<file path="config.mk">
export PLATFORM = sky130hd
export DESIGN_NAME = vga_timing_detector
export DESIGN_NICKNAME = d
export VERILOG_FILES = /design/src/rtl/vga_timing_detector.sv
export SDC_FILE = /design/constraint.sdc
export NUM_CORES = 1
export LEC_CHECK = 0
export ABC_AREA = 1
export CAP_MARGIN = 20
export CORE_AREA = 8 8 224 226
export DETAILED_ROUTE_END_ITERATION = 12
export DIE_AREA = 0 0 232 234
export GPL_TIMING_DRIVEN = 0
export HOLD_SLACK_MARGIN = 0.1
export PLACE_DENSITY = 0.49
export SYNTH_ARGS = -nofsm -noshare
export SYNTH_HDL_FRONTEND = slang
export SYNTH_SLANG_ARGS = --single-unit
</file>
<file path="constraint.sdc">
create_clock -name pixel_clk -period 5.4 [get_ports pixel_clk]
set_clock_uncertainty 0.05 [all_clocks]
set_input_delay 0.54 -clock pixel_clk [delete_from_list [all_inputs] [get_ports pixel_clk]]
set_output_delay 0.54 -clock pixel_clk [all_outputs]
set_load 0.05 [all_outputs]
</file>
<file path="src/rtl/vga_timing_detector.sv">
`default_nettype none
// ============================================================================
// Module   : vga_timing_detector
// Purpose  : Measures the horizontal and vertical timing of an incoming VGA
//            sync/blank stream, reports it once per frame and flags when the
//            timing has been stable for LOCK_FRAMES consecutive frames.
// Revision : 1.0  initial release
// ----------------------------------------------------------------------------
// Parameters
//   W            width of every counter and measurement output
//   LOCK_FRAMES  consecutive identical frames needed for lock (2..15)
// Ports
//   pixel_clk    in   pixel clock, rising edge
//   reset        in   synchronous active-high reset
//   vga_hs       in   horizontal sync, active low
//   vga_vs       in   vertical sync, active low
//   vga_blank    in   high = active video
//   h_total/h_sync/h_disp  out  pixels per line: period, sync width, active
//   v_total/v_sync/v_disp  out  lines per frame: period, sync, active
//   frame_strobe out   one-cycle pulse when the measurements update
//   locked       out   timing stable
//   err          out   a counter saturated; cleared by the next valid frame
// Optional build macro
//   VGA_TIMING_DET_POS_EN adds pos_x/pos_y/pos_valid (active-video position)
// ============================================================================
module vga_timing_detector #(
  parameter int W           = 12,
  parameter int LOCK_FRAMES = 2
) (
  input  logic          pixel_clk,
  input  logic          reset,
  input  logic          vga_hs,
  input  logic          vga_vs,
  input  logic          vga_blank,
  output logic [W-1:0]  h_total,
  output logic [W-1:0]  h_sync,
  output logic [W-1:0]  h_disp,
  output logic [W-1:0]  v_total,
  output logic [W-1:0]  v_sync,
  output logic [W-1:0]  v_disp,
  output logic          frame_strobe,
  output logic          locked,
  output logic          err
`ifdef VGA_TIMING_DET_POS_EN
  ,
  output logic [W-1:0]  pos_x,
  output logic [W-1:0]  pos_y,
  output logic          pos_valid
`endif
);

  localparam logic [W-1:0] C_MAX  = {W{1'b1}};
  localparam logic [W-1:0] C_ONE  = {{(W-1){1'b0}}, 1'b1};
  localparam logic [3:0]   C_LOCK = LOCK_FRAMES[3:0];

  typedef enum logic [1:0] {
    ST_SEARCH  = 2'd0,
    ST_MEASURE = 2'd1,
    ST_LOCKED  = 2'd2
  } state_t;

  // two-stage input registers
  logic r_hs1, r_hs2, r_vs1, r_vs2, r_bl1, r_bl2;

  // per-line counters and the lines they are latched into
  logic [W-1:0] r_h_cnt, r_hs_cnt, r_bl_cnt;
  logic [W-1:0] r_ll_h, r_ll_hs, r_ll_bl;     // last completed line
  logic [W-1:0] r_la_h, r_la_hs, r_la_bl;     // last completed active line
  logic         r_la_valid;

  // per-frame counters
  logic [W-1:0] r_ln_cnt, r_vs_cnt, r_act_cnt;

  // frame snapshot taken at frame start, published one cycle later
  logic [W-1:0] r_snap_h, r_snap_hs, r_snap_bl, r_snap_ln, r_snap_vs, r_snap_act;
  logic         r_pend;

  state_t       r_state;
  logic [3:0]   r_match_cnt;

  logic         w_line_start, w_frame_start, w_sat, w_closing_act, w_tuple_eq;
  logic [W-1:0] w_fr_h, w_fr_hs, w_fr_bl, w_fr_act;
  logic [3:0]   w_next_match;

  assign w_line_start  = r_hs2 & ~r_hs1;
  assign w_frame_start = r_vs2 & ~r_vs1;

  // The cycle in which a line start is seen belongs to the new line, so the
  // counters at that moment hold the complete previous line.
  assign w_closing_act = w_line_start && (r_bl_cnt != '0);

  // hs/bl counts never exceed h_cnt and vs/act never exceed ln_cnt, so only
  // the two period counters can run out of range.
  assign w_sat = ((r_h_cnt == C_MAX) && !w_line_start) ||
                 ((r_ln_cnt == C_MAX) && w_line_start && !w_frame_start);

  // A line closing at the frame start still belongs to the old frame.
  assign w_fr_act = r_act_cnt + {{(W-1){1'b0}}, w_closing_act};

  always_comb begin
    w_fr_h  = r_ll_h;
    w_fr_hs = r_ll_hs;
    w_fr_bl = r_ll_bl;
    if (w_closing_act) begin
      w_fr_h  = r_h_cnt;
      w_fr_hs = r_hs_cnt;
      w_fr_bl = r_bl_cnt;
    end else if (r_la_valid) begin
      w_fr_h  = r_la_h;
      w_fr_hs = r_la_hs;
      w_fr_bl = r_la_bl;
    end else if (w_line_start) begin
      w_fr_h  = r_h_cnt;
      w_fr_hs = r_hs_cnt;
      w_fr_bl = r_bl_cnt;
    end
  end

  assign w_tuple_eq = ({r_snap_h, r_snap_hs, r_snap_bl, r_snap_ln, r_snap_vs, r_snap_act} ==
                       {h_total, h_sync, h_disp, v_total, v_sync, v_disp});

  always_comb begin
    if (!w_tuple_eq) begin
      w_next_match = 4'd1;
    end else if (r_match_cnt < C_LOCK) begin
      w_next_match = r_match_cnt + 4'd1;
    end else begin
      w_next_match = r_match_cnt;
    end
  end

  // --------------------------------------------------------------------------
  // Input pipeline and measurement counters
  // --------------------------------------------------------------------------
  always_ff @(posedge pixel_clk) begin
    if (reset) begin
      r_hs1      <= 1'b0;
      r_hs2      <= 1'b0;
      r_vs1      <= 1'b0;
      r_vs2      <= 1'b0;
      r_bl1      <= 1'b0;
      r_bl2      <= 1'b0;
      r_h_cnt    <= '0;
      r_hs_cnt   <= '0;
      r_bl_cnt   <= '0;
      r_ll_h     <= '0;
      r_ll_hs    <= '0;
      r_ll_bl    <= '0;
      r_la_h     <= '0;
      r_la_hs    <= '0;
      r_la_bl    <= '0;
      r_la_valid <= 1'b0;
      r_ln_cnt   <= '0;
      r_vs_cnt   <= '0;
      r_act_cnt  <= '0;
    end else begin
      r_hs1 <= vga_hs;
      r_hs2 <= r_hs1;
      r_vs1 <= vga_vs;
      r_vs2 <= r_vs1;
      r_bl1 <= vga_blank;
      r_bl2 <= r_bl1;

      // Sync-low and blank-high levels are counted from stage 2; that copy
      // trails the line boundary by one cycle but still lies inside the line.
      if (w_line_start) begin
        r_h_cnt  <= C_ONE;
        r_hs_cnt <= {{(W-1){1'b0}}, ~r_hs2};
        r_bl_cnt <= {{(W-1){1'b0}}, r_bl2};
        r_ll_h   <= r_h_cnt;
        r_ll_hs  <= r_hs_cnt;
        r_ll_bl  <= r_bl_cnt;
        if (r_bl_cnt != '0) begin
          r_la_h     <= r_h_cnt;
          r_la_hs    <= r_hs_cnt;
          r_la_bl    <= r_bl_cnt;
          r_la_valid <= 1'b1;
        end
      end else if (r_h_cnt != C_MAX) begin
        r_h_cnt  <= r_h_cnt + C_ONE;
        r_hs_cnt <= r_hs_cnt + {{(W-1){1'b0}}, ~r_hs2};
        r_bl_cnt <= r_bl_cnt + {{(W-1){1'b0}}, r_bl2};
      end

      // A coincident line start is line 1 of the new frame; vs is low at a
      // frame start, so that line also counts as a sync line.
      if (w_frame_start) begin
        r_ln_cnt   <= {{(W-1){1'b0}}, w_line_start};
        r_vs_cnt   <= {{(W-1){1'b0}}, w_line_start};
        r_act_cnt  <= '0;
        r_la_valid <= 1'b0;
      end else if (w_line_start && (r_ln_cnt != C_MAX)) begin
        r_ln_cnt  <= r_ln_cnt + C_ONE;
        r_vs_cnt  <= r_vs_cnt + {{(W-1){1'b0}}, ~r_vs1};
        r_act_cnt <= r_act_cnt + {{(W-1){1'b0}}, (r_bl_cnt != '0)};
      end
    end
  end

  // --------------------------------------------------------------------------
  // Lock state machine and measurement outputs
  // --------------------------------------------------------------------------
  always_ff @(posedge pixel_clk) begin
    if (reset) begin
      r_state      <= ST_SEARCH;
      r_match_cnt  <= '0;
      r_pend       <= 1'b0;
      r_snap_h     <= '0;
      r_snap_hs    <= '0;
      r_snap_bl    <= '0;
      r_snap_ln    <= '0;
      r_snap_vs    <= '0;
      r_snap_act   <= '0;
      h_total      <= '0;
      h_sync       <= '0;
      h_disp       <= '0;
      v_total      <= '0;
      v_sync       <= '0;
      v_disp       <= '0;
      frame_strobe <= 1'b0;
      locked       <= 1'b0;
      err          <= 1'b0;
    end else begin
      frame_strobe <= 1'b0;

      // locked rises the cycle after entering LOCKED but falls together with
      // the strobe that reports a mismatch.
      if (r_state == ST_LOCKED) begin
        locked <= 1'b1;
      end

      if (w_sat) begin
        err         <= 1'b1;
        locked      <= 1'b0;
        r_state     <= ST_SEARCH;
        r_pend      <= 1'b0;
        r_match_cnt <= '0;
      end else begin
        if (r_pend) begin
          r_pend       <= 1'b0;
          h_total      <= r_snap_h;
          h_sync       <= r_snap_hs;
          h_disp       <= r_snap_bl;
          v_total      <= r_snap_ln;
          v_sync       <= r_snap_vs;
          v_disp       <= r_snap_act;
          frame_strobe <= 1'b1;
          err          <= 1'b0;
          r_match_cnt  <= w_next_match;
          case (r_state)
            ST_MEASURE: begin
              if (w_next_match >= C_LOCK) begin
                r_state <= ST_LOCKED;
              end
            end
            ST_LOCKED: begin
              if (!w_tuple_eq) begin
                locked  <= 1'b0;
                r_state <= ST_MEASURE;
              end
            end
            default: begin
            end
          endcase
        end

        if (w_frame_start) begin
          if (r_state == ST_SEARCH) begin
            r_state <= ST_MEASURE;
            err     <= 1'b0;
          end else begin
            r_snap_h   <= w_fr_h;
            r_snap_hs  <= w_fr_hs;
            r_snap_bl  <= w_fr_bl;
            r_snap_ln  <= r_ln_cnt;
            r_snap_vs  <= r_vs_cnt;
            r_snap_act <= w_fr_act;
            r_pend     <= 1'b1;
          end
        end
      end
    end
  end

`ifdef VGA_TIMING_DET_POS_EN
  // --------------------------------------------------------------------------
  // Active-video position, aligned to the stage-2 blank signal
  // --------------------------------------------------------------------------
  logic w_bl_fall;
  logic r_line_seen;   // first active span of this line already counted

  assign w_bl_fall = r_bl2 & ~r_bl1;
  assign pos_valid = r_bl2;

  always_ff @(posedge pixel_clk) begin
    if (reset) begin
      pos_x       <= '0;
      pos_y       <= '0;
      r_line_seen <= 1'b0;
    end else begin
      if (w_bl_fall) begin
        pos_x <= '0;
      end else if (r_bl2) begin
        pos_x <= pos_x + C_ONE;
      end

      if (w_frame_start) begin
        pos_y <= '0;
      end else if (w_bl_fall && !r_line_seen) begin
        pos_y <= pos_y + C_ONE;
      end

      if (w_line_start) begin
        r_line_seen <= 1'b0;
      end
      if (w_bl_fall) begin
        r_line_seen <= 1'b1;
      end
    end
  end
`endif

endmodule
`default_nettype wire

</file>
==> results.sh, run 1 <==
export IMPL_required_ns=5.76
export IMPL_synth_fp_nets=1969
export IMPL_seq_power_share_pct=46.7
export IMPL_power_net_switching_mw=1.16
export IMPL_die_width_um=232
export IMPL_gp_congestion=0.834
export IMPL_portBuffers=78
export IMPL_cts_buffer_depth=3
export IMPL_vias=12643
export IMPL_finalCriticalPeriod_ns=3.15
export IMPL_crit_fanout=10
export IMPL_drt_iter0_drc=761
export IMPL_overflow=0
export IMPL_report_final_slew_viol_count=0
export IMPL_cp_arrival_ns=3.51
export IMPL_rows=80
export IMPL_synth_edf_count=0
export IMPL_cp_start_kind="flip-flop"
export IMPL_synth_cell_types=35
export IMPL_avgSynthCellArea_um2=7.07
export IMPL_worstSetupPathType="flip-flop to flip-flop"
export IMPL_vdd_drop_max_mv=0.202
export IMPL_n_antenna_cell=0
export IMPL_cts_tree="yes"
export IMPL_synth_area_mm2=0.0138
export IMPL_utilization_pct=35.2
export IMPL_clk_latency_ns=0.53
export IMPL_h_tree_depth=2
export IMPL_min_period_over_period_pct=58.3
export IMPL_cts_buffers=36
export IMPL_tightest_slew_ns=0.852
export IMPL_crit_path_end_kind="flip-flop"
export IMPL_fmax_ghz=0.318
export IMPL_yosysWarnings=0
export IMPL_cts_clk_slew_worst_paths_ns=0.05
export IMPL_synthFlopType="dfxtp_1"
export IMPL_power_density_mw_per_mm2=298
export IMPL_nets=2085
export IMPL_switching_share_pct=23.6
export IMPL_die_h_um=234
export IMPL_vias_per_cell=4.68
export IMPL_drive_above_1_share_pct=6.42
export IMPL_root_buffer="clkbuf_16"
export IMPL_hold_viol_final=0
export IMPL_cts_resized=0
export IMPL_syn2layout_area_growth_pct=19.6
export IMPL_comb_power_share_pct=4.9
export IMPL_status="completed"
export IMPL_grt_pass1_wl_mm=68.1
export IMPL_power_frac_clock_pct=48.4
export IMPL_slew_headroom_pct=43.2
export IMPL_async_flop_share_pct=0
export IMPL_grt_start_max_net_pins=14
export IMPL_setup_violations=0
export IMPL_ys_ff_latch=305
export IMPL_io_pin_count=80
export IMPL_drc=0
export IMPL_wirelength_mm=43.2
export IMPL_rsz0062_at_grt="no"
export IMPL_p_int_mw=3.74
export IMPL_wire_per_inst_um=16.0
export IMPL_setup_tns_final_ns=0
export IMPL_drtAntennaViolNets=0
export IMPL_cts_sinks=305
export IMPL_start_util_pct=29.4
export IMPL_yosysSeqAreaShare_pct=44.3
export IMPL_core_area_mm2=0.0468
export IMPL_dp_hpwl_mm=31.8
export IMPL_synth_cells=1948
export IMPL_grt_usage_pct=15.8
export IMPL_n_fill_cell=4959
export IMPL_dieArea_mm2=0.0543
export IMPL_leakagePower_nw=6.19
export IMPL_grt_pass1_vias=12120
export IMPL_cap_violations=0
export IMPL_antenna_found_initial=0
export IMPL_ctsHoldBuffers=0
export IMPL_hp_class="flip-flop to flip-flop"
export IMPL_firstDrtPassIters=5
export IMPL_postCtsSetupBuffers=0
[logic make-up after synthesis]
logic type	Yosys count	share of synthesized area, %
AO/OA/AOI/OAI	466	18.2
buffers and inverters	359	10.7
multiplexers	2	0.145
AND/OR/NAND/NOR	755	22.3
XOR/XNOR	45	2.86
flip-flops	305	44.3
adder cells (fa/ha/maj)	16	1.45
[layer usage]
layer  share of wire (%)  GRT usage, %  up-vias
met5                   0             0        -
met3                 4.0          2.54       57
li1                    -             -     6469
met2                  46          26.3      220
met4                 2.2          4.37        0
met1                  48          20.9     5897
[worst max-delay path, cell delays in order (launching register included)]
cell and delay (ns):
dfxtp_1 0.37, nor2_4 0.33, nand2_1 0.41, inv_2 0.28, buf_2 0.33, ha_1 0.23, ha_1 0.25, inv_1 0.08
nor2_1 0.17, nand2_1 0.09, xor2_1 0.15, o21ai_0 0.22, a21oi_1 0.06
[cell usage in the layout, fill, tap and decap left out, types with 2 or more instances in the layout]
cell type and instances:
buf_2 23, nor2_2 4, buf_4 11, clkinv_4 2, clkinv_2 7, buf_1 2
o21ai_0 188, buf_6 8, dfxtp_1 305, clkdlybuf4s50_1 78, nor4_1 11, mux2i_1 2
o31ai_1 2, a21oi_1 221, nand3_1 34, clkbuf_8 11, nand3_2 3, nor3b_1 2
a211oi_2 14, a31oi_1 3, inv_2 8, xor2_1 39, nand2_2 3, inv_1 256
nand2_1 479, o21ai_1 13, nand4_1 23, xnor2_1 6, clkbuf_1 56, a211oi_1 23
nor2_1 172, nor3_1 20, ha_1 16, clkbuf_16 37
[power by group through the flow]
| stage | Sequential, mW | Combinational (mW) | Clock [mW] |
|---|---|---|---|
| 2_1_floorplan | 2.35 | 0.148 | 0 |
| 3_3_place_gp | 2.34 | 0.239 | 0 |
| 3_5_place_dp | 2.34 | 0.241 | 0 |
| 4_1_cts | 2.29 | 0.242 | 2.44 |
| 5_1_grt | 2.29 | 0.270 | 2.53 |
| 6_report | 2.29 | 0.239 | 2.37 |
[stage by stage]
stage	setup slack (ns)	cells	area, um2	hold WS, ns	power (mW)
after floorplan	3.19	1948	13800	0.338	2.49
after global placement	2.25	2641	15300	0.346	2.58
after detailed placement	2.28	2641	15300	0.348	2.58
after CTS	2.28	2703	16500	0.356	4.98
after global routing	2.04	2703	16500	0.390	5.09
final	2.25	2703	16500	0.355	4.90
[final cells by class]
type / instances / area (um2) / share of cell area (%)
Clock buffer: 53 / 1100 / 6.65
Multi-Input combinational cell: 1284 / 6200 / 37.6
Buffer: 95 / 487 / 2.95
Sequential cell: 305 / 6110 / 37.0
Timing Repair Buffer: 78 / 781 / 4.74
Clock inverter: 9 / 52.6 / 0.319
Inverter: 264 / 991 / 6.01
Tap cell: 615 / 769 / 4.67
[cells in the mapped netlist (6+ instances only)]
library cell	count	area (um2)
buf_6	8	90.1
xnor2_1	6	52.6
nand4_1	23	144
buf_2	23	115
nor3_1	20	100
o21ai_0	188	941
nor2_1	172	646
a211oi_2	14	175
nor4_1	11	68.8
inv_2	8	30.0
xor2_1	39	342
nand3_1	34	170
nand2_1	479	1800
clkbuf_1	51	191
dfxtp_1	305	6110
a211oi_1	23	173
o21ai_1	13	65.1
buf_4	11	82.6
inv_1	256	961
ha_1	16	200
a21oi_1	221	1110
[final timing paths]
kind	from	endpoint	slack, ns	depth (start not counted)
max	r_hs1	r_snap_act[8]	2.25	12
min	r_bl1	r_bl2	0.35	2
max reg2reg	r_hs1	r_snap_act[8]	2.25	12
min reg2reg	r_bl1	r_bl2	0.35	2
Note: power is estimated with default switching activity, not from simulation.
==> run 2, diff against run 1 <==
--- a/config.mk
+++ b/config.mk
@@ -12,7 +12,7 @@
 export DIE_AREA = 0 0 232 234
 export GPL_TIMING_DRIVEN = 0
 export HOLD_SLACK_MARGIN = 0.1
-export PLACE_DENSITY = 0.49
+export PLACE_DENSITY = 0.51
 export SYNTH_ARGS = -nofsm -noshare
 export SYNTH_HDL_FRONTEND = slang
 export SYNTH_SLANG_ARGS = --single-unit
==> constraint.sdc (replaced) <==
create_clock -name pixel_clk -period 2.6 [get_ports pixel_clk]
set_clock_uncertainty 0.05 [all_clocks]
set_input_delay 0.26 -clock pixel_clk [delete_from_list [all_inputs] [get_ports pixel_clk]]
set_output_delay 0.26 -clock pixel_clk [all_outputs]
set_load 0.05 [all_outputs]
==> run 2 against run 1 <==
Net effect: largest power group is now sequential cells; critical path depth unchanged; critical path type unchanged; global-route usage fell by 0.42 points; utilization rose by 0.23 points; total power is 100% higher; flip-flop and latch count stayed put; non-clock buffer count rose by 11; wire length fell by 1.6%; combinational power up 110%; critical endpoint unchanged; cell count grew 0.26%; clock power grew 100%; die area is the same; register-to-register slack got worse by 2.1 ns.
==> results.sh, run 2 (same netlist as run 1, synthesis figures left out) <==
export IMPL_status="completed"
export IMPL_power_net_switching_mw=2.38
export IMPL_die_h_um=234
export IMPL_drtAntennaViolNets=0
export IMPL_vdd_drop_max_mv=0.338
export IMPL_cp_top_family="simple AND/OR/NAND/NOR gates"
export IMPL_vias=12680
export IMPL_crit_fanout=17
export IMPL_start_util_pct=29.4
export IMPL_slew_headroom_pct=42.7
export IMPL_nets=2095
export IMPL_rr_worst_depth=12
export IMPL_utilization_pct=35.4
export IMPL_min_to="r_bl1"
export IMPL_hold_viol_final=0
export IMPL_worstSetupPathType="flip-flop to flip-flop"
export IMPL_dieArea_mm2=0.0543
export IMPL_cp_arrival_ns=2.80
export IMPL_r2r_end="r_snap_act[8]"
export IMPL_final_cells=2710
export IMPL_cpMaxStageDelayCell="dfxtp_1"
export IMPL_rr_startpoint="r_bl_cnt[2]"
export IMPL_final_area_mm2=0.0166
export IMPL_die_width_um=232
export IMPL_regToRegSetupSlack_ns=0.17
export IMPL_firstDrtPassIters=5
export IMPL_gp_congestion=0.867
export IMPL_mostFrequentLayoutCell="nand2_1"
export IMPL_cts_tree="yes"
export IMPL_hp_class="input pin to flip-flop"
export IMPL_antenna_found_initial=1
export IMPL_cp_start_kind="flip-flop"
export IMPL_vias_per_cell=4.68
export IMPL_critical_path_cell_chain="nor4_2 -> nand3_1 -> nand2_4 -> inv_4 -> ha_1 -> ha_1 -> inv_1 -> nor2_1 -> nand2_1 -> xor2_1 -> o21ai_0 -> a21oi_1"
export IMPL_grt_pass1_wl_mm=66.1
export IMPL_rows=80
export IMPL_cpPeakStageDelay_ns=0.45
export IMPL_drive_above_1_share_pct=6.59
export IMPL_setup_violations=0
export IMPL_ctsHoldBuffers=0
export IMPL_cts_sinks=305
export IMPL_grt_pass1_vias=11873
export IMPL_cts_clk_slew_worst_paths_ns=0.06
export IMPL_fmax_ghz=0.412
export IMPL_cts_buffer_depth=3
export IMPL_cap_violations=0
export IMPL_report_final_slew_viol_count=0
export IMPL_tightest_slew_ns=0.860
export IMPL_drt_iter0_drc=911
export IMPL_timing_hold_ws_ns=0.196
export IMPL_cp_common_cell="ha_1"
export IMPL_clk_latency_ns=0.54
export IMPL_root_buffer="clkbuf_16"
export IMPL_n_antenna_cell=0
export IMPL_hold_depth=3
export IMPL_h_tree_depth=2
export IMPL_io_pin_count=80
export IMPL_cts_buffers=35
export IMPL_power_frac_clock_pct=47.3
export IMPL_p_int_mw=7.61
export IMPL_core_area_mm2=0.0468
export IMPL_grt_usage_pct=15.3
export IMPL_switching_share_pct=23.8
export IMPL_portBuffers=78
export IMPL_finalCriticalPeriod_ns=2.43
export IMPL_comb_power_share_pct=5.0
export IMPL_crit_path_end_kind="flip-flop"
export IMPL_min_period_over_period_pct=93.4
export IMPL_path_buf_inv=2
export IMPL_leakagePower_nw=6.23
export IMPL_required_ns=2.97
export IMPL_drc=0
export IMPL_grt_start_max_net_pins=18
export IMPL_setup_tns_final_ns=0
export IMPL_power_density_mw_per_mm2=602
export IMPL_seq_power_share_pct=47.6
export IMPL_syn2layout_area_growth_pct=20.4
export IMPL_layout_common_cells="478 x nand2_1, 305 x dfxtp_1, 256 x inv_1"
export IMPL_wirelength_mm=42.5
export IMPL_dp_hpwl_mm=31.2
export IMPL_overflow=0
export IMPL_numPlacedInstances=2641
export IMPL_rsz0062_at_grt="no"
export IMPL_holdCritStartpoint="vga_blank"
export IMPL_place_area_mm2=0.0153
export IMPL_wire_per_inst_um=15.7
run 2: power groups by stage:
stage	clock [mW]	sequential (mW)	combinational, mW
after detailed placement	0	4.86	0.499
after CTS	4.86	4.76	0.504
final	4.73	4.76	0.501
after floorplan	0	4.87	0.308
after global placement	0	4.86	0.494
after global routing	5.06	4.77	0.559
run 2: what timing repair did:
action,CTS,global route
cloned,0,0
resized for setup,7,8
endpoints found under the setup margin,132,122
pin swaps,3,4
buffers inserted,4,8
run 2: worst max-delay path by stage:
stage	slack (ns)	cells past startpoint	startpoint	to
2_1_floorplan	0.39	13	r_bl_cnt[3]	r_snap_act[8]
3_3_place_gp	-0.58	12	r_hs1	r_snap_act[8]
3_5_place_dp	-0.57	12	r_hs1	r_snap_act[8]
4_1_cts	0.03	10	r_ln_cnt[0]	v_disp[11]
5_1_grt	0.0001	8	r_hs2	r_bl_cnt[8]
6_report	0.17	12	r_bl_cnt[2]	r_snap_act[8]
run 2: layer usage:
metal | up-vias | part of all wire (%) | GRT usage, %
met5 | - | 0 | 0
met4 | 0 | 2.8 | 5.08
met3 | 68 | 4.5 | 2.87
met2 | 248 | 45 | 25.1
met1 | 5865 | 47 | 20.2
li1 | 6499 | - | -
run 2: through the flow:
stage                     setup WS [ns]  total power, mW
final                             0.172             9.99
after global routing           0.000145             10.4
after CTS                        0.0250             10.1
after detailed placement         -0.574             5.36
after global placement           -0.584             5.36
after floorplan                   0.386             5.18
run 2: layout make-up:
type | instances | area (um2)
sequential | 305 | 6110
buffer | 94 | 500
fill | 4969 | 30300
clock inverter | 4 | 37.5
timing repair buffer | 90 | 908
tap | 615 | 769
multi-input combinational | 1284 | 6230
inverter | 264 | 993
clock buffer | 54 | 1040
run 2: worst min-delay path: stages:
cell             delay (ns)
clkdlybuf4s50_1        0.39
inv_1                  0.06
nor2_1                 0.03
==> run 3, diff against run 2 <==
--- a/config.mk
+++ b/config.mk
@@ -13,6 +13,7 @@
 export GPL_TIMING_DRIVEN = 0
 export HOLD_SLACK_MARGIN = 0.1
 export PLACE_DENSITY = 0.51
+export RECOVER_POWER = 50
 export SYNTH_ARGS = -nofsm -noshare
 export SYNTH_HDL_FRONTEND = slang
 export SYNTH_SLANG_ARGS = --single-unit
==> run 3 against run 2 <==
Net effect: non-clock buffer count unchanged; cell count stayed put; worst setup slack worse by 0.021 ns; global-route usage stayed put; utilization down 0.056 points; flip-flop and latch count is the same; combinational power is essentially flat; critical endpoint is now r_snap_h[6].
==> results.sh, run 3 (same netlist as run 1, synthesis figures left out) <==
export IMPL_status="completed"
export IMPL_syn2layout_area_growth_pct=20.2
export IMPL_dp_slack_ns=-0.574
export IMPL_rows=80
export IMPL_rsz0062_at_grt="no"
export IMPL_numPlacedInstances=2641
export IMPL_clk_latency_ns=0.54
export IMPL_min_period_over_period_pct=94.2
export IMPL_cp_arrival_ns=2.78
export IMPL_worstSetupPathType="flip-flop to flip-flop"
export IMPL_die_width_um=232
export IMPL_vias=12660
export IMPL_hp_class="input pin to flip-flop"
export IMPL_min_to="r_bl1"
export IMPL_overflow=0
export IMPL_critical_path_cell_chain="ha_1 -> nand2_1 -> inv_1 -> nand3_2 -> nor2_2 -> nand3_1 -> nor2_4 -> inv_2 -> nand3b_4 -> buf_8 -> clkbuf_4 -> a211oi_1"
export IMPL_grt_start_max_net_pins=18
export IMPL_core_area_mm2=0.0468
export IMPL_met2_wirelength_mm=19.2
export IMPL_wire_per_inst_um=15.7
export IMPL_grt_pass1_wl_mm=66.1
export IMPL_cts_buffers=35
export IMPL_slew_headroom_pct=42.5
export IMPL_report_final_slew_viol_count=0
export IMPL_drt_iter0_drc=931
export IMPL_n_antenna_cell=0
export IMPL_drtAntennaViolNets=0
export IMPL_vias_per_cell=4.67
export IMPL_leakagePower_nw=6.49
export IMPL_nets=2095
export IMPL_fin_ws_ns=0.151
export IMPL_rr_startpoint="r_h_cnt[0]"
export IMPL_cts_clk_slew_worst_paths_ns=0.06
export IMPL_finalCriticalPeriod_ns=2.45
export IMPL_start_util_pct=29.4
export IMPL_fmax_ghz=0.408
export IMPL_cp_start_kind="flip-flop"
export IMPL_antenna_found_initial=1
export IMPL_tightest_slew_ns=0.863
export IMPL_cts_tree="yes"
export IMPL_setup_violations=0
export IMPL_gp_congestion=0.867
export IMPL_cts_buffer_depth=3
export IMPL_power_net_switching_mw=2.38
export IMPL_dp_hpwl_mm=31.2
export IMPL_met3_length_mm=1.88
export IMPL_drt_met1_wl_mm=20.2
export IMPL_power_frac_clock_pct=47.4
export IMPL_timing_hold_ws_ns=0.198
export IMPL_firstDrtPassIters=5
export IMPL_cap_violations=0
export IMPL_cpMaxStageDelayCell="dfxtp_1"
export IMPL_holdCritStartpoint="vga_blank"
export IMPL_die_h_um=234
export IMPL_layout_common_cells="480 x nand2_1, 305 x dfxtp_1, 258 x inv_1"
export IMPL_hold_depth=3
export IMPL_cts_sinks=305
export IMPL_vdd_drop_max_mv=0.341
export IMPL_r2r_end="r_snap_h[6]"
export IMPL_crit_path_end_kind="flip-flop"
export IMPL_grt_usage_pct=15.3
export IMPL_crit_fanout=10
export IMPL_mostFrequentLayoutCell="nand2_1"
export IMPL_dieArea_mm2=0.0543
export IMPL_final_cells=2710
export IMPL_grt_pass1_vias=11873
export IMPL_switching_share_pct=23.8
export IMPL_p_int_mw=7.61
export IMPL_cp_top_family="simple AND/OR/NAND/NOR gates"
export IMPL_path_buf_inv=4
export IMPL_root_buffer="clkbuf_16"
export IMPL_h_tree_depth=2
export IMPL_cpPeakStageDelay_ns=0.38
export IMPL_power_density_mw_per_mm2=603
export IMPL_highest_layer="met4"
export IMPL_io_pin_count=80
export IMPL_seq_power_share_pct=47.7
export IMPL_comb_power_share_pct=5.0
export IMPL_rr_worst_depth=12
export IMPL_wirelength_mm=42.5
export IMPL_regToRegSetupSlack_ns=0.15
export IMPL_required_ns=2.93
export IMPL_drive_above_1_share_pct=6.21
export IMPL_portBuffers=78
export IMPL_hold_viol_final=0
export IMPL_drc=0
-- run 3: cell count changes in the layout (fill, tap and decap cells not counted) --
cell,delta
inv_2,-2
buf_4,-2
nand2_2,-2
nand3_4,-1
nand3_1,+1
clkbuf_1,+3
buf_2,-1
inv_1,+2
clkdlybuf4s50_1,-75
dlygate4sd3_1,+75
nand2_1,+2
-- run 3: through the flow --
| step | power, mW | TNS, ns | instance area, um2 | util [%] |
|---|---|---|---|---|
| after detailed placement | 5.36 | -13.96 | 15300 | 32.7 |
| after floorplan | 5.18 | 0 | 13800 | - |
| after CTS | 10.1 | 0 | 16500 | 35.2 |
| after global routing | 10.4 | 0 | 16600 | 35.4 |
| after global placement | 5.36 | -15.14 | 15300 | 32.7 |
| final | 9.99 | 0 | 16600 | 35.4 |
-- run 3: metal layers --
layer,vias up,GRT usage [%]
li1,6503,-
met1,5844,20.2
met2,241,25.1
met3,72,2.87
met4,0,5.08
met5,-,0
-- run 3: final cells by class --
| cell class | instances | area [um2] |
|---|---|---|
| Tap cell | 615 | 769 |
| Multi-Input combinational cell | 1284 | 6220 |
| Clock inverter | 4 | 37.5 |
| Buffer | 94 | 499 |
| Timing Repair Buffer | 90 | 901 |
| Clock buffer | 54 | 1040 |
| Inverter | 264 | 993 |
| Fill cell | 4978 | 30300 |
| Sequential cell | 305 | 6110 |
-- run 3: power by group through the flow --
| stage | Sequential, mW | Clock [mW] | Combinational (mW) |
|---|---|---|---|
| 6_report | 4.76 | 4.73 | 0.498 |
| 3_5_place_dp | 4.86 | 0 | 0.499 |
| 5_1_grt | 4.76 | 5.06 | 0.556 |
| 4_1_cts | 4.76 | 4.86 | 0.504 |
| 2_1_floorplan | 4.87 | 0 | 0.308 |
| 3_3_place_gp | 4.86 | 0 | 0.494 |
-- run 3: worst min-delay path, stage by stage --
cell and delay [ns]:
clkdlybuf4s50_1 0.39, inv_1 0.06, nor2_1 0.03
-- run 3: worst max path at each step --
stage / start / endpoint / slack [ns] / cells after the start
2_1_floorplan: r_bl_cnt[3] / r_snap_act[8] / 0.39 / 13
5_1_grt: r_ln_cnt[0] / r_ln_cnt[0] / 0.0009 / 11
6_report: r_h_cnt[0] / r_snap_h[6] / 0.15 / 12
3_3_place_gp: r_hs1 / r_snap_act[8] / -0.58 / 12
3_5_place_dp: r_hs1 / r_snap_act[8] / -0.57 / 12
4_1_cts: r_ln_cnt[0] / v_disp[11] / 0.03 / 10
-- run 3: timing repair --
item,in CTS,in global routing
setup buffers,4,8
hold buffers,0,0
pin swaps,3,4
gates resized for setup,7,8
endpoints found under the setup margin,132,122
